===== src/rtl/ram_if.sv =====
// ram_if -- bus bundle for the simple dual-port RAM.
//   wr_en    : write enable, sampled at the rising clock edge
//   wr_addr  : write address
//   data_in  : write data
//   rd_addr  : read address, sampled at the rising clock edge
//   data_out : registered read data, one cycle after rd_addr
// Modports:
//   master : the client that drives addresses and data, and receives data_out
//   slave  : the RAM itself
interface ram_if #(
  parameter int WIDTH     = 32,
  parameter int WORD_SIZE = 3
);
  logic                 wr_en;
  logic [WORD_SIZE-1:0] wr_addr;
  logic [WIDTH-1:0]     data_in;
  logic [WORD_SIZE-1:0] rd_addr;
  logic [WIDTH-1:0]     data_out;

  modport master (
    output wr_en,
    output wr_addr,
    output data_in,
    output rd_addr,
    input  data_out
  );

  modport slave (
    input  wr_en,
    input  wr_addr,
    input  data_in,
    input  rd_addr,
    output data_out
  );
endinterface


===== src/rtl/ram.sv =====
// ram -- single-clock simple dual-port RAM (one write port, one read port)
// used as the CPU data/instruction store.
//   clk : sole clock, all state changes on its rising edge
//   rst : synchronous active-high reset; clears every word and the read register
//   bus : ram_if.slave (wr_en, wr_addr, data_in, rd_addr, data_out)
// Read latency is one cycle. A read and a write to the same address at the
// same edge return the newly written data (write-first).
module ram #(
  parameter int WIDTH     = 32,
  parameter int WORD_SIZE = 3
) (
  input  logic clk,
  input  logic rst,
  ram_if.slave bus
);

  localparam int DEPTH = 2 ** WORD_SIZE;

  logic [WIDTH-1:0] mem [DEPTH];
  logic [WIDTH-1:0] rd_data_p1;
  logic             fwd_p0;

  // Stage p0: inputs sampled at the edge; detect same-address read/write.
  assign fwd_p0 = bus.wr_en && (bus.wr_addr == bus.rd_addr);

  always_ff @(posedge clk) begin
    if (rst) begin
      for (int i = 0; i < DEPTH; i++) begin
        mem[i] <= '0;
      end
      rd_data_p1 <= '0;
    end else begin
      if (bus.wr_en) begin
        mem[bus.wr_addr] <= bus.data_in;
      end
      // mem update is non-blocking, so the new word is forwarded directly.
      rd_data_p1 <= fwd_p0 ? bus.data_in : mem[bus.rd_addr];
    end
  end

  // Stage p1: registered read data.
  assign bus.data_out = rd_data_p1;

endmodule


===== src/flat_wrapper.sv =====
// flat-port wrapper written by rule: the top's interface ports become plain ports
module ram_flat 
#(
  parameter int WIDTH     = 32,
  parameter int WORD_SIZE = 3
)
  (clk, rst, bus_wr_en, bus_wr_addr, bus_data_in, bus_rd_addr, bus_data_out);
  ram_if #(.WIDTH(WIDTH), .WORD_SIZE(WORD_SIZE)) bus_i ();
  input  logic clk;
  input  logic rst;
  input wire logic [$bits(bus_i.wr_en)-1:0] bus_wr_en;
  input wire logic [$bits(bus_i.wr_addr)-1:0] bus_wr_addr;
  input wire logic [$bits(bus_i.data_in)-1:0] bus_data_in;
  input wire logic [$bits(bus_i.rd_addr)-1:0] bus_rd_addr;
  output wire logic [$bits(bus_i.data_out)-1:0] bus_data_out;
  assign bus_i.wr_en = bus_wr_en;
  assign bus_i.wr_addr = bus_wr_addr;
  assign bus_i.data_in = bus_data_in;
  assign bus_i.rd_addr = bus_rd_addr;
  assign bus_data_out = bus_i.data_out;
  ram #(.WIDTH(WIDTH), .WORD_SIZE(WORD_SIZE)) u_core (.clk(clk), .rst(rst), .bus(bus_i));
endmodule

===== config.mk =====
export PLATFORM = sky130hd
export DESIGN_NAME = ram_flat
export DESIGN_NICKNAME = d
export VERILOG_FILES = /design/src/rtl/ram_if.sv /design/src/rtl/ram.sv /design/src/flat_wrapper.sv
export SDC_FILE = /design/constraint.sdc
export NUM_CORES = 1
export LEC_CHECK = 0
export CORE_UTILIZATION = 30
export DETAILED_ROUTE_END_ITERATION = 10
export SETUP_SLACK_MARGIN = 0.1
export SYNTH_ARGS = -nofsm -noshare
export SYNTH_HDL_FRONTEND = slang
export SYNTH_SLANG_ARGS = --single-unit

===== constraint.sdc =====
create_clock -name clk -period 2.3 [get_ports clk]
set_input_delay 0.46 -clock clk [delete_from_list [all_inputs] [get_ports clk]]
set_output_delay 0.46 -clock clk [all_outputs]
set_load 0.005 [all_outputs]

== Word-level counts from Yosys, hierarchy flattened ==
Memories as Yosys holds them, arrays and structs flattened. A register that Yosys moved wholly into a read port is not among the register bits.
Cells that the tools add are included.

* Mux-type cells: 8
* Reduce and logical (&&, ||, !) cells: 1

{| class="wikitable"
|+ Operators with widths
! cell !! count
|-
| 32-bit 2-to-1 mux || 1
|-
| 32-bit OR reduction || 1
|-
| 1-bit 2-to-1 mux || 6
|-
| 3-bit 2-to-1 mux || 1
|}

* Bits in registers: 0
* Input bits: 41
* Output and inout bits: 32
* Memory bits (writable): 256
* Memories kept: 1

{| class="wikitable"
|+ Memory list
! memory !! words !! bits a word !! read ports !! clocked after Yosys merged registers in !! wr ports !! RTL line !! source
|-
| u_core.mem || 8 || 32 || 1 || 1 || 8 || ram.sv:19 || <nowiki>logic [WIDTH-1:0] mem [DEPTH];</nowiki>
|}

== Depth between registers and ports, before layout ==
* Depth after elaboration: 5
* Gate-level depth with buffers: 7
* Depth with buffers taken out: 4

== Least setup slack after synthesis ==
OpenSTA, ideal clock, no wires.

* Path kind: in2reg
* From: input bus_wr_en
* To: memory u_core.mem[0][0], enable pin
* Cell stages on the path: 4
* Slack: 0.302 ns
* Data required time: 1.925 ns
* Library setup time: 0.375 ns
* Arrival time: 1.624 ns
* Path buffers: 0
* Cell sequence: nor2b_1 > nand2b_1 > nor3_1 > or2_2

{| class="wikitable"
|+ RTL lines
! item !! RTL line !! source
|-
| start: declaration || flat_wrapper.sv:11 || <nowiki>input wire logic [$bits(bus_i.wr_en)-1:0] bus_wr_en;</nowiki>
|-
| end: declaration || ram.sv:19 ||
|}

== Worst setup path in the final report ==
* From: register u_core.rd_data_p1[2] (netlist: u_core.bus.data_out[2]), read port of u_core.mem
* To: output bus_data_out[2]

{| class="wikitable"
|+ RTL lines
! item !! RTL line !! source
|-
| start: declaration || ram.sv:20 || <nowiki>logic [WIDTH-1:0] rd_data_p1;</nowiki>
|-
| end: declaration || flat_wrapper.sv:15 || <nowiki>output wire logic [$bits(bus_i.data_out)-1:0] bus_data_out;</nowiki>
|}

No word-level cell between the ends.

==> flow_summary.yaml <==
synthesis:
  synth_edf_count: 256
  synth_top_area_cell: "edfxtp_1"
  synth_common_cells: "256 x and2_1, 256 x edfxtp_1, 63 x mux2i_1, 38 x nor2_1, 37 x clkbuf_1"
  synth_cell_types: 22
  yosysSeqAreaShare_pct: 66.59
  synth-seq-cells: 288
  synth.area.top_cells: "edfxtp_1 61%, and2_1 13%, mux4_2 5.2%"
  syn_inst: 856
  synthArstFlopShare_pct: 0
  synth_top_area_share_pct: 61.47
  synth_warnings: 0
  synth-main-ff-cell: "edfxtp_1"
  synth_nets: 897
  netlist_area_um2: 12510
  synth_area_per_cell_um2: 14.61
placement:
  placed_area_um2: 14150
  hpwl_um: 19430
  place.gp.congestion: 0.7665
  numPortBuffers: 72
  place_inst: 1446
global_route:
  antenna_found_initial: 1
  grtUsageTotal_pct: 15.01
  grt_start_max_net_pins: 41
  grt.overflow.total: 0
  grt_pass1_wl_um: 46920
  grt_pass1_vias: 7419
drt:
  wirelength_um: 31200
  wl_per_cell_um: 20.77
  wl_met3_um: 1529
  drtAntennaViolNets: 0
  dr.pass1.iters: 8
  routed_via_density: 4.770
  drt_iter0_drc: 584
  met1Wirelength_um: 14120
  via_count: 7165
  top_layer: "met4"
  dr_wl_met2_um: 15040
  route.detailed.drc: 4
pwr:
  leakage_nw: 5.416
  powerDensity_nw_per_um2: 804.2
  ir_drop_uv: 613.8
critical_path:
  rr_worst_depth: 4
  endpoint_kind: "output port"
  cp_cell_sequence: "clkdlybuf4s50_1"
  cp_slowest_cell: "clkdlybuf4s50_1"
  startpoint_type: "register"
  worst-path-stages: 1
  cpPeakStageDelay_ns: 0.54
  critical_path_buf_inv_count: 1
  rrSetupSlack_ns: 0.72
  crit_fanout: 1
  arrival_ns: 1.51
  cp_data_required_time_ns: 1.84
  crit_family: "buffers and inverters"
  crit_type: "register to output port"
sta:
  max_freq_mhz: 508.1
  final.setup.tns_ns: 0
  relSlewSlack_pct: 63.99
  clock_skew_ns: 0.01206
  period_needed_ns: 1.968
  fin_crit_sh_pct: 85.57
  rsz0062_at_grt: "false"
  hold_viol: 0
  tightestPinTransition_ns: 0.5401
  setup_violations: 0
  slew_violations: 0
cells_and_area:
  nets: 987
  final_layout_size_suffix_gt1_share_pct: 14.85
  post-route-util_pct: 37.01
  finalInstanceArea_um2: 15180
  syn_to_final_growth_pct: 21.39
  diodes: 0
  finalNonFillerCells: 1502
cts:
  htree_levels: 1
  cts_hold_buf: 0
  ctsResizeCount: 0
  clkSinkCount: 288
  cts_root_buf: "clkbuf_16"
  cts_setup_buffers: 0
  clk_latency_ns: 0.56
  cts_max_path_buffers: 3
  cts_buffers: 30
  cts_tree: "built"
  clk_pin_slew_ns: 0.06
run:
  drv_cap: 0
floorplan:
  core_region_area_um2: 41020
  die_area_um2: 42510
  die_w_um: 206.2
  die_y_um: 206.2
  io_pins: 73
  start_util_pct: 30.49
  rows: 74
status:
  run_status: "finished, violations left"
  violations: "DRC"
worst_hold_path:
  whs_path_depth: 3
  hold_class: "input port to register"
## cells in the final DEF (no fill, tap or decap), drive strengths merged
cell	n
and2	256
edfxtp	256
clkdlybuf4s50	68
mux2i	63
buf	51
clkbuf	41
nor2	38
nor3	33
mux4	33
a211oi	32
dfxtp	32
o22ai	31
clkinv	10
or2	9
nand2b	4
bufinv	4
xnor2	3
nand2	2
nor2b	1
nand4	1
and4	1
clkinvlp	1
## worst min-delay path: stages
cell and delay, ns:
buf_2 0.21, a211oi_1 0.26, nor3_1 0.07
## sequential cells by signal, summed over array words and instances (netlist names)
register             flops
u_core.bus.data_out     32
u_core.mem             256
## cell families after synthesis
family / synth area share [%]
and+or+nand+nor: 16.19
AOI/OAI and AO/OA: 3.472
DFF: 66.59
muxes: 11.11
buffers and inverters: 2.431
xor gates and xnor gates: 0.2101
## layout make-up
class | count | area (um2)
multi-input combinational | 507 | 3900
tap | 532 | 665.6
timing repair buffer | 119 | 1256
clock inverter | 15 | 177.7
fill | 3807 | 25840
sequential | 288 | 8328
clock buffer | 41 | 853.3
## report_power, final
part	leakage (nW)	total, mW	internal (mW)	switching [mW]
Combinational	2.19	1.05	0.494	0.556
Clock	0.507	5.03	3.03	2.00
Sequential	2.72	6.13	6.03	0.100
Total	5.42	12.2	9.56	2.65
## stage by stage
step,setup WS (ns),hold slack (ns),power (mW)
2_1_floorplan,0.3017,0.6307,6.729
3_3_place_gp,-0.04311,0.7708,7.297
3_5_place_dp,-0.004023,0.7868,7.310
4_1_cts,0.3103,0.4674,12.33
5_1_grt,0.2764,0.5152,12.64
6_report,0.3320,0.5069,12.21
## layer usage
layer,up-vias,global-route usage [%]
li1,3315,-
met4,0,3.283
met1,3622,20.62
met5,-,0
met3,40,2.334
met2,188,24.92
## worst paths after layout
check | startpoint | end
max | u_core.bus.data_out[2] | bus_data_out[2]
min | bus_rd_addr[1] | u_core.bus.data_out[2]
max reg2reg | u_core.mem[2][5] | u_core.bus.data_out[5]
min reg2reg | u_core.mem[6][13] | u_core.bus.data_out[13]
No activity file was read; power rests on OpenSTA's default activity.
==> RTL change 1: new RTL, same flow settings <==
Take the reset off `rd_data_p1` and load it in a clocked block of its own.
--- a/src/rtl/ram.sv
+++ b/src/rtl/ram.sv
@@ -28,14 +28,16 @@
       for (int i = 0; i < DEPTH; i++) begin
         mem[i] <= '0;
       end
-      rd_data_p1 <= '0;
     end else begin
       if (bus.wr_en) begin
         mem[bus.wr_addr] <= bus.data_in;
       end
       // mem update is non-blocking, so the new word is forwarded directly.
-      rd_data_p1 <= fwd_p0 ? bus.data_in : mem[bus.rd_addr];
     end
+  end
+
+  always_ff @(posedge clk) begin
+    rd_data_p1 <= fwd_p0 ? bus.data_in : mem[bus.rd_addr];
   end
 
   // Stage p1: registered read data.
Behaviour: not the same (Yosys sat finds a counterexample within 4 cycles, from zero or initial values and one cycle with rst high).
==> RTL change 1 against the original RTL <==
  * Non-clock buffer count is 4 higher
  * Wire length is 9.9% lower
  * Power is 0.77% lower
  * Highest routed layer unchanged
  * Setup slack better by 0.11 ns
  * Count of clock-buffer cells in the layout is 7 higher
  * The flow still finishes with violations (DRC)
  * Design area is 1.2% higher
  * Synthesized area is 1.3% higher
  * Sequential cell count stayed put
  * Largest power group unchanged
==> RTL change 1: results (changes against the original RTL) <==
* Num CTS Buffers at 29 (-3.3%)
* Comb_multi_in at 409 (-19%)
* GRT Total Usage at 0.133 (-0.0175)
* M2 GR Usage at 0.230 (-0.0188)
* # fillers at 3786 (-0.55%)
* Post-Route M1 WL at 12400 um (-12%)
* Clk power at 4.79 mW (-4.8%)
* Clk_skew at 0.00776 ns (-0.00430 ns)
* GPL Wtd Cong at 0.734 (-4.3%)
* IR drop worst, VDD at 0.504 mV (-18%)
* First-pass GRT wire length at 43200 um (-8.0%)
* Worst-Skew Late Latency at 0.54 ns (-0.02 ns)
* Multiplexer share of the synthesized area at 0.185 (+0.0736)
* Proportion of power drawn by the clock network at 0.395 (-0.017)
* Comb. pwr at 1.17 mW (+11%)
* Compound-Gate Fraction of Synth Area at 0 (-0.0347)
* Number of clock buffers in the layout at 48 (+17%)
* Post-route DRC violation count at 1 (-3)
* Syn_nets at 783 (-13%)
* Worst EP arrival at 1.39 ns (-0.12 ns)
* Max transition margin at 0.705 (+0.0650)
* Grt met1 use at 0.174 (-0.0324)
* Nets at 892 (-9.6%)
* P_leak at 5.51 nW (+1.8%)
* Drt initial violations at 549 (-6.0%)
* Multi-input gate area at 0.00411 mm2 (+5.5%)
* Status: finished, violations left
* Share of cells above drive strength 1 at 0.236 (+0.0875)
* Failing checks: DRC
* Drt total wl at 28100 um (-9.9%)
==> RTL change 1: final timing paths <==
path	from	to	slack, ns	cells after the start
max	u_core.bus.data_out[25]$_DFF_P_	bus_data_out[25]	0.45	1
max reg2reg	u_core.mem[1][1]$_SDFFCE_PN0P_	u_core.bus.data_out[1]$_DFF_P_	0.73	3
min	bus_rd_addr[2]	u_core.bus.data_out[10]$_DFF_P_	0.62	4
min reg2reg	u_core.mem[7][13]$_SDFFCE_PN0P_	u_core.bus.data_out[13]$_DFF_P_	0.79	3
==> RTL change 1: per-stage QoR <==
step | std cells | worst slack, ns | area, um2 | hold slack, ns | utilization
after CTS | 1405 | 0.398 | 15400 | 0.607 | 0.373
after global placement | 1352 | -0.0638 | 14400 | 0.776 | 0.349
after detailed placement | 1352 | -0.0471 | 14400 | 0.783 | 0.349
after global routing | 1405 | 0.378 | 15400 | 0.632 | 0.373
after floorplan | 742 | 0.129 | 12700 | 0.603 | -
final | 1405 | 0.446 | 15400 | 0.620 | 0.373
==> RTL change 2: new RTL, same settings <==
Without the edit above. `WORD_SIZE` is set to 3 in 3 places; all go to 2.
--- a/src/rtl/ram_if.sv
+++ b/src/rtl/ram_if.sv
@@ -9,7 +9,7 @@
 //   slave  : the RAM itself
 interface ram_if #(
   parameter int WIDTH     = 32,
-  parameter int WORD_SIZE = 3
+  parameter int WORD_SIZE = 2
 );
   logic                 wr_en;
   logic [WORD_SIZE-1:0] wr_addr;
--- a/src/rtl/ram.sv
+++ b/src/rtl/ram.sv
@@ -7,7 +7,7 @@
 // same edge return the newly written data (write-first).
 module ram #(
   parameter int WIDTH     = 32,
-  parameter int WORD_SIZE = 3
+  parameter int WORD_SIZE = 2
 ) (
   input  logic clk,
   input  logic rst,
--- a/src/flat_wrapper.sv
+++ b/src/flat_wrapper.sv
@@ -2,7 +2,7 @@
 module ram_flat 
 #(
   parameter int WIDTH     = 32,
-  parameter int WORD_SIZE = 3
+  parameter int WORD_SIZE = 2
 )
   (clk, rst, bus_wr_en, bus_wr_addr, bus_data_in, bus_rd_addr, bus_data_out);
   ram_if #(.WIDTH(WIDTH), .WORD_SIZE(WORD_SIZE)) bus_i ();
Interface: changed (resized bus_rd_addr and bus_wr_addr); port bits go from 73 to 71. The function was not compared with the original's and may differ.
==> RTL change 2 against the original RTL <==
  * Sequential cell count decreased by 128
  * Combinational power decreased by 33%
  * Hold slack improved by 0.22 ns
  * Wire length decreased by 49%
  * Critical path depth increased by 4
  * Synthesized cell count decreased by 50%
  * Synthesized area decreased by 45%
  * Power decreased by 42%
  * Setup slack improved by 0.14 ns
  * Design area decreased by 43%
  * Sequential power decreased by 44%
  * Largest power group unchanged
==> RTL change 2: results (changes against the original RTL) <==
* Post_cts resized at 0 (unchanged)
* Setup crit start: bus_wr_en
* Hold_sp: rst
* YS warnings at 0 (unchanged)
* Placed Cells at 769 (-47%)
* Clock Root Buffer: clkbuf_16
* Main synth FF type: edfxtp_1
* Max reg flops at 128 (-50%)
* Num CTS Buffers at 17 (-43%)
* Nets at 547 (-45%)
* Post-synthesis sequential area ratio at 0.654 (-0.0114)
* GRT Total Usage at 0.144 (-0.00568)
* PortBufs at 70 (-2.8%)
* Syn_nets at 466 (-48%)
* Asr flop ratio synth at 0 (unchanged)
* Post-DP HPWL at 9180 um (-53%)
* H-tree depth at 4 (+3)
* Clk buf depth at 2 (-1)
* P_leak at 3.04 nW (-44%)
* DP Area at 0.00799 mm2 (-44%)
* Total setup buffers inserted after CTS at 0 (unchanged)
* Largest net degree at the start of global routing at 36 (-12%)
* Launching point of the worst reg2reg path: u_core.mem[2][10]$_SDFFCE_PN0P_
* Status: complete, no violations
* Vias after detailed routing at 3742 (-48%)
* Pre-CTS WS at 0.0347 ns (+0.0387 ns)
* Synth area leaders: edfxtp_1, and2_1, mux4_2, dfxtp_1, mux2_2
* DR pass1 iterations at 4 (-4)
* Clk_skew at 0.00452 ns (-0.00755 ns)
* Drt initial violations at 228 (-61%)
* Initial antenna violation count at 1 (unchanged)
* Synth Instances at 427 (-50%)
* Drt total wl at 15900 um (-49%)
* Reg with most FFs: u_core.mem
* Commonest cells in the netlist: and2_1, edfxtp_1, nor2b_1
* IR drop worst, VDD at 0.393 mV (-36%)
* Switching Fraction at 0.212 (-0.00543)
* Share of cells above drive strength 1 at 0.236 (+0.0876)
* CTS Hold Bufs at 0 (unchanged)
* Vias in the first global route at 4156 (-44%)
* Final Instance Count excl. Fillers at 802 (-47%)
* Worst-Skew Late Latency at 0.42 ns (-0.14 ns)
* CTS clk-pin slew, worst paths at 0.06 ns (about the same)
* # fillers at 1987 (-48%)
* Number of synthesized flops with an enable pin at 128 (-50%)
* Worst min-delay path category: input port to flop
* Max Fanout on Critical Path at 20 (+19)
* GPL Wtd Cong at 0.690 (-10%)
* Netlist cell types at 22 (unchanged)
* First-pass GRT wire length at 24700 um (-47%)
* Max transition margin at 0.564 (-0.0759)
[RTL change 2: changes by cell type in the layout (fill, tap and decap cells not counted), sizes merged, moves of 31 or more]
cell    delta
a211oi    -32
and2     -127
edfxtp   -128
mux2      +32
mux2i     -63
nor2      -38
nor2b     +32
nor3      -31
o22ai     -31
[RTL change 2: kinds of logic (layout without fill, tap and decap cells)]
| group | Yosys count | count (layout) | share of synthesized area |
|---|---|---|---|
| compound gates | 3 | 3 | 0.00384 |
| xor+xnor | 1 | 1 | 0.00128 |
| buf+inv | 27 | 121 | 0.0256 |
| flops | 160 | 160 | 0.654 |
| mux | 64 | 64 | 0.158 |
| other cells | 0 | 1 | 0 |
| simple gates | 172 | 172 | 0.157 |
[RTL change 2: worst paths after layout]
kind	slack, ns	end	depth (start not counted)
max	0.47	u_core.bus.data_out[23]$_SDFF_PP0_	5
min	0.72	u_core.mem[3][19]$_DFFE_PP_	3
max reg2reg	0.89	u_core.bus.data_out[10]$_SDFF_PP0_	3
min reg2reg	0.81	u_core.bus.data_out[19]$_SDFF_PP0_	3
[RTL change 2: area by class of cell]
cell class                 instances  share of cell area
clock inverter                    14              0.0217
sequential                       160               0.521
antenna                            1            0.000291
tap                              280              0.0407
clock buffer                      18              0.0499
multi-input combinational        240               0.257
timing repair buffer              89               0.109
[RTL change 2: metrics by stage]
stage	util	total power [mW]
finish	0.390	7.08
global route	0.389	7.32
detailed placement	0.362	4.20
CTS	0.389	7.15
global placement	0.362	4.18
floorplan	-	3.83
[RTL change 2: power by group through the flow]
| stage | Combinational [mW] | Sequential, mW | Clock [mW] |
|---|---|---|---|
| 2_1_floorplan | 0.361 | 3.47 | 0 |
| 3_3_place_gp | 0.696 | 3.48 | 0 |
| 3_5_place_dp | 0.709 | 3.49 | 0 |
| 4_1_cts | 0.715 | 3.44 | 3.00 |
| 5_1_grt | 0.756 | 3.45 | 3.11 |
| 6_report | 0.701 | 3.43 | 2.95 |
[RTL change 2: per-layer routing]
metal,vias to the layer above,GRT usage,routed length [um]
met4,0,0.0563,222
li1,1724,-,-
met1,1917,0.170,6700
met2,88,0.254,8270
met5,-,0,0
met3,13,0.0346,679
[RTL change 2: worst max-delay path: stages]
cell and delay, ns:
clkdlybuf4s50_1 0.55, nor2b_2 0.59, buf_12 0.24, and2_1 0.16, mux2_2 0.16
